## src/rtl/alu_nibble_sequencer.sv

```systemverilog
// alu_nibble_sequencer
// Drives a shared 4-bit combinational ALU one nibble per cycle, least
// significant nibble first. This turns a W-bit ADD/SUB/OR/AND command into
// NIBBLES ALU passes. The ALU carry/borrow out of each nibble is fed back as
// the carry/borrow into the next nibble. Commands and responses use
// valid/ready handshakes.
module alu_nibble_sequencer #(
    parameter int NIBBLES = 4
) (
    input  logic                 clk_i,
    input  logic                 rst_i,

    input  logic                 cmd_valid_i,
    output logic                 cmd_ready_o,
    input  logic [1:0]           cmd_op_i,
    input  logic [4*NIBBLES-1:0] cmd_a_i,
    input  logic [4*NIBBLES-1:0] cmd_b_i,
    input  logic                 cmd_carry_i,

    output logic [1:0]           alu_operation_o,
    output logic [3:0]           alu_operand1_o,
    output logic [3:0]           alu_operand2_o,
    output logic                 alu_carry_in_o,
    input  logic [3:0]           alu_result_i,
    input  logic                 alu_carry_out_i,

    output logic                 rsp_valid_o,
    input  logic                 rsp_ready_i,
    output logic [4*NIBBLES-1:0] rsp_result_o,
    output logic                 rsp_carry_o,
    output logic                 rsp_zero_o
);

    localparam int W = 4 * NIBBLES;

    localparam logic [1:0] ST_IDLE = 2'd0;
    localparam logic [1:0] ST_RUN  = 2'd1;
    localparam logic [1:0] ST_DONE = 2'd2;

    // Index of the final nibble; 5 bits covers the legal range 1..16.
    localparam logic [4:0] LAST_IDX = 5'(NIBBLES - 1);

    logic [1:0]   state;
    logic [4:0]   idx;
    logic [1:0]   op_p0;

    // Operands are pre-shifted so that the next nibble is always in bits [3:0].
    logic [W-1:0] a_sh_p0;
    logic [W-1:0] b_sh_p0;

    // Result nibbles enter at the top and move down. After NIBBLES captures,
    // nibble 0 is in bits [3:0].
    logic [W-1:0] acc_p1;
    logic [W-1:0] acc_next;

    logic         accept;
    logic         rsp_fire;
    logic         last_nib;
    logic         chain_carry;

    // Shifts the accumulator down one nibble and inserts the new nibble at the top.
    function automatic logic [W-1:0] shift_in_nibble(input logic [W-1:0] acc,
                                                     input logic [3:0]   nib);
        logic [W-1:0] ext;
        ext = W'(nib);
        return (acc >> 4) | (ext << (W - 4));
    endfunction

    // Only ADD (00) and SUB (01) use a carry chain. OR and AND force it to 0.
    function automatic logic gate_carry(input logic [1:0] op, input logic c);
        return ~op[1] & c;
    endfunction

    assign accept      = (state == ST_IDLE) && cmd_valid_i && cmd_ready_o;
    assign rsp_fire    = rsp_valid_o && rsp_ready_i;
    assign last_nib    = (state == ST_RUN) && (idx == LAST_IDX);
    assign acc_next    = shift_in_nibble(acc_p1, alu_result_i);
    assign chain_carry = gate_carry(op_p0, alu_carry_out_i);

    // FSM, ALU drive and response registers. Reset abandons any command in flight.
    always_ff @(posedge clk_i) begin
        if (rst_i) begin
            state           <= ST_IDLE;
            idx             <= 5'd0;
            op_p0           <= 2'b00;
            cmd_ready_o     <= 1'b0;
            alu_operation_o <= 2'b00;
            alu_operand1_o  <= 4'h0;
            alu_operand2_o  <= 4'h0;
            alu_carry_in_o  <= 1'b0;
            rsp_valid_o     <= 1'b0;
            rsp_result_o    <= '0;
            rsp_carry_o     <= 1'b0;
            rsp_zero_o      <= 1'b0;
        end else begin
            case (state)
                ST_IDLE: begin
                    cmd_ready_o <= 1'b1;
                    if (accept) begin
                        state           <= ST_RUN;
                        cmd_ready_o     <= 1'b0;
                        idx             <= 5'd0;
                        op_p0           <= cmd_op_i;
                        alu_operation_o <= cmd_op_i;
                        alu_operand1_o  <= cmd_a_i[3:0];
                        alu_operand2_o  <= cmd_b_i[3:0];
                        alu_carry_in_o  <= gate_carry(cmd_op_i, cmd_carry_i);
                    end
                end

                // RUN: each edge captures nibble idx and presents nibble idx+1.
                ST_RUN: begin
                    if (last_nib) begin
                        state           <= ST_DONE;
                        alu_operation_o <= 2'b00;
                        alu_operand1_o  <= 4'h0;
                        alu_operand2_o  <= 4'h0;
                        alu_carry_in_o  <= 1'b0;
                        rsp_valid_o     <= 1'b1;
                        rsp_result_o    <= acc_next;
                        rsp_carry_o     <= chain_carry;
                        rsp_zero_o      <= ~|acc_next;
                    end else begin
                        idx            <= idx + 5'd1;
                        alu_operand1_o <= a_sh_p0[3:0];
                        alu_operand2_o <= b_sh_p0[3:0];
                        alu_carry_in_o <= chain_carry;
                    end
                end

                // DONE: the response is held unchanged until the consumer takes it.
                ST_DONE: begin
                    if (rsp_fire) begin
                        state       <= ST_IDLE;
                        rsp_valid_o <= 1'b0;
                        cmd_ready_o <= 1'b1;
                    end
                end

                default: begin
                    state       <= ST_IDLE;
                    cmd_ready_o <= 1'b0;
                end
            endcase
        end
    end

    // Operand shifters and result accumulator. These are data only, so they need no reset.
    always_ff @(posedge clk_i) begin
        if (accept) begin
            a_sh_p0 <= cmd_a_i >> 4;
            b_sh_p0 <= cmd_b_i >> 4;
        end else if (state == ST_RUN) begin
            a_sh_p0 <= a_sh_p0 >> 4;
            b_sh_p0 <= b_sh_p0 >> 4;
            acc_p1  <= acc_next;
        end
    end

endmodule

```

## config.mk

```make
export PLATFORM = sky130hd
export DESIGN_NAME = alu_nibble_sequencer
export DESIGN_NICKNAME = d
export VERILOG_FILES = /design/src/rtl/alu_nibble_sequencer.sv
export SDC_FILE = /design/constraint.sdc
export NUM_CORES = 1
export LEC_CHECK = 0
export ABC_AREA = 1
export CAP_MARGIN = 15
export CELL_PAD_IN_SITES_DETAIL_PLACEMENT = 1
export CELL_PAD_IN_SITES_GLOBAL_PLACEMENT = 2
export CORE_AREA = 2 2 90 113
export CTS_BUF_LIST = sky130_fd_sc_hd__clkbuf_8
export CTS_CLUSTER_DIAMETER = 50
export DETAILED_ROUTE_END_ITERATION = 8
export DIE_AREA = 0 0 92 115
export PLACE_DENSITY = 0.86
export SYNTH_ARGS = -nofsm -noshare
export SYNTH_HDL_FRONTEND = slang
export SYNTH_SLANG_ARGS = --single-unit
```

## constraint.sdc

```tcl
create_clock -name clk_i -period 3.6 [get_ports clk_i]
set_input_delay 0.9 -clock clk_i [delete_from_list [all_inputs] [get_ports clk_i]]
set_output_delay 0.9 -clock clk_i [all_outputs]
set_load 0.02 [all_outputs]
```

==> results.py <==
metrics = {
    "status": {
        "outcome": "finished, final reports clean",
    },
    "worst_setup_path": {
        "cp_slowest_cell": "clkdlybuf4s50_1",
        "path_class": "input pin to register",
        "crit_required_ps": 3620,
        "startpoint_type": "input pin",
        "crit_buf_inv": 3,
        "cp_top_family": "buffers and inverters",
        "cpPeakStageDelay_ps": 460,
        "end_kind": "register",
        "cpMostUsedCell": "nand2_1",
        "crit_chain": "clkdlybuf4s50_1 -> nand2_1 -> inv_1 -> nand2_2 -> nand2_1 -> buf_4",
        "cp_max_fo": 28,
        "worst-endpoint-arrival_ps": 2300,
    },
    "cts": {
        "post_cts_resized": 0,
        "clkLatencyLatePin_ps": 350,
        "cts_htree_levels": 3,
        "cts_setup_buffers": 0,
        "cts_buffers": 9,
        "clk_path_buf_depth": 2,
        "root_buffer": "clkbuf_8",
        "cts_tree": "done",
        "postCtsHoldBufs": 0,
        "clkTransAtPathRegs_ps": 80,
        "cts_sinks": 75,
    },
    "placement": {
        "hpwl_um": 5150,
        "gp_congestion": 0.739,
        "dpl-instance-area_um2": 3910,
        "dpl_worst_slack_ps": 941,
        "io_buffers": 74,
        "placed_cells": 520,
    },
    "synthesis": {
        "synthAdderAreaFrac": 0.00407,
        "synthDistinctLibCells": 28,
        "synthSimpleGateAreaFrac": 0.219,
        "synth_top_family_by_area": "simple AND/OR/NAND/NOR gates",
        "netlist_area_um2": 3070,
        "async_flop_share": 0,
        "synth_enable_flop_cells": 36,
        "synthFlopType": "dfxtp_1",
        "synth-xor-area-share": 0,
        "syn-num-nets": 375,
        "synth-seq-cells": 75,
        "synth-compound-area-share": 0.111,
        "synth_mux_area_frac": 0,
        "yosys_warnings": 0,
        "yosysSeqAreaShare": 0.606,
        "syn_inst": 330,
        "avgSynthCellArea_um2": 9.31,
    },
    "pwr": {
        "leakagePower_uw": 0.00152,
        "ir_drop_uv": 197,
        "powerDensity_nw_per_um2": 459,
    },
    "timing": {
        "fin_crit_sh": 0.634,
        "max_freq_mhz": 438,
        "setup_slack_ps": 1320,
        "slew_headroom": 0.755,
        "finalHoldViolations": 0,
        "fin_tns_setup_ps": 0,
        "skew_ps": 7.79,
        "setup-violations-final": 0,
        "drv_slew": 0,
        "grt_setup_unrepaired": "false",
        "worstMarginPinSlew_ps": 367,
        "period_needed_ps": 2280,
    },
    "floorplan": {
        "rows": 40,
        "dieArea_um2": 10600,
        "start_util": 0.323,
        "die_w_um": 92,
        "die_height_um": 115,
        "core_um2": 9510,
        "ios": 75,
    },
    "global_routing": {
        "grt_pass1_wl_um": 12300,
        "grt_pass1_vias": 2552,
        "track_usage": 0.148,
        "grt-ovfl-total": 0,
        "antenna_found_initial": 0,
        "grt_start_max_net_pins": 30,
    },
    "route": {
        "drc": 0,
        "ant_nets": 0,
        "wl_per_cell_um": 13.8,
        "via_count": 2452,
        "drt_iter0_drc": 80,
        "routed_wl_um": 7400,
        "firstDrtPassIters": 5,
        "avgViaCountPerCell": 4.57,
    },
    "final_layout": {
        "fin_area_um2": 4110,
        "fin_nets": 450,
        "layout-drive-gt1-share": 0.120,
        "syn2layout_area_growth_pct": 33.6,
        "antenna_cells": 0,
        "finalNonFillerCells": 536,
    },
    "worst_hold_path": {
        "hold_path.class": "register to register",
    },
    "run": {
        "max-cap-violations": 0,
    },
}
Yosys cell counts, types with 3 or more instances:
| cell type | n | share of area |
|---|---|---|
| nand2_2 | 11 | 0.022 |
| nor2_1 | 23 | 0.028 |
| a21oi_2 | 10 | 0.029 |
| a21oi_1 | 28 | 0.046 |
| nand3_1 | 12 | 0.020 |
| edfxtp_1 | 36 | 0.35 |
| nand2_1 | 106 | 0.13 |
| buf_2 | 6 | 0.0098 |
| inv_2 | 3 | 0.0037 |
| o21ai_0 | 18 | 0.029 |
| dfxtp_1 | 39 | 0.25 |
| inv_1 | 18 | 0.022 |
cell type report:
class                   instances  area, µm²
fillers                      1109       5400
flip-flops and latches         75       1860
multi-input cells             219       1030
repair buffers                 77        763
well taps                     126        158
clock buffers                   9        124
inverters                      23       96.3
clock inverters                 7       76.3
power breakdown:
part	internal (µW)	switching, µW	leakage, µW
clock	325	333	0.0000962
combinational	103	133	0.000771
sequential	962	27.6	0.000658
total	1390	494	0.00152
worst paths after layout:
kind | slack (ps) | cells past startpoint | endpoint | start
setup / recovery | 1320 | 6 | a_sh_p0[10] | cmd_valid_i
hold / removal | 470 | 2 | rsp_result_o[9] | rsp_result_o[9]
setup reg to reg | 1830 | 7 | rsp_result_o[12] | idx[0]
hold reg to reg | 470 | 2 | rsp_result_o[9] | rsp_result_o[9]
worst reg2reg max path, stage by stage, from the launching register on:
cell     delay [ps]
dfxtp_1         420
ha_1            240
inv_1            80
nor2_2          160
nand3_4         300
inv_6           300
nand2_1          90
a21oi_1         120
state kept, by name (all words and copies together), names as in the netlist:
name             flops
a_sh_p0             12
rsp_result_o        16
alu_operation_o      2
cmd_ready_o          1
state                2
alu_operand1_o       4
rsp_valid_o          1
acc_p1              12
idx                  5
alu_carry_in_o       1
rsp_zero_o           1
rsp_carry_o          1
b_sh_p0             12
alu_operand2_o       4
op_p0                1
routing by layer:
| metal | wire [µm] | track usage |
|---|---|---|
| met5 | 0 | 0 |
| met4 | 104 | 0.0597 |
| met3 | 271 | 0.0374 |
| met2 | 3820 | 0.259 |
| met1 | 3210 | 0.175 |
kinds of logic after synthesis:
kind of cell	count (synthesis)
fa+ha+maj	1
buf+inv	36
compound gates	59
flops	75
simple gates	159
cell usage in the layout, fill, tap and decap left out:
cell and count:
clkdlybuf4s50_1 74, o21bai_1 1, o211ai_1 1, bufinv_16 1, clkinv_2 1, nor2_2 2, nand3_4 1, clkinvlp_4 2
ha_1 1, nor3_1 1, clkbuf_8 9, nor2_1 23, nand2_2 11, clkinv_4 1, inv_2 3, nand3_1 12
nand3b_1 1, nand2_4 1, inv_6 4, a21boi_0 1, inv_1 18, a21oi_1 28, nand2_1 106, nand4_1 1
buf_4 3, dfxtp_1 39, a21oi_2 10, o21ai_0 18, edfxtp_1 36
through the flow:
stage	util	hold WS, ps	power, µW
2_1_floorplan	-	444	1130
3_3_place_gp	0.411	455	1240
3_5_place_dp	0.411	458	1250
4_1_cts	0.432	472	1900
5_1_grt	0.432	496	1970
6_report	0.432	468	1880
(Power assumes the default switching activity.)
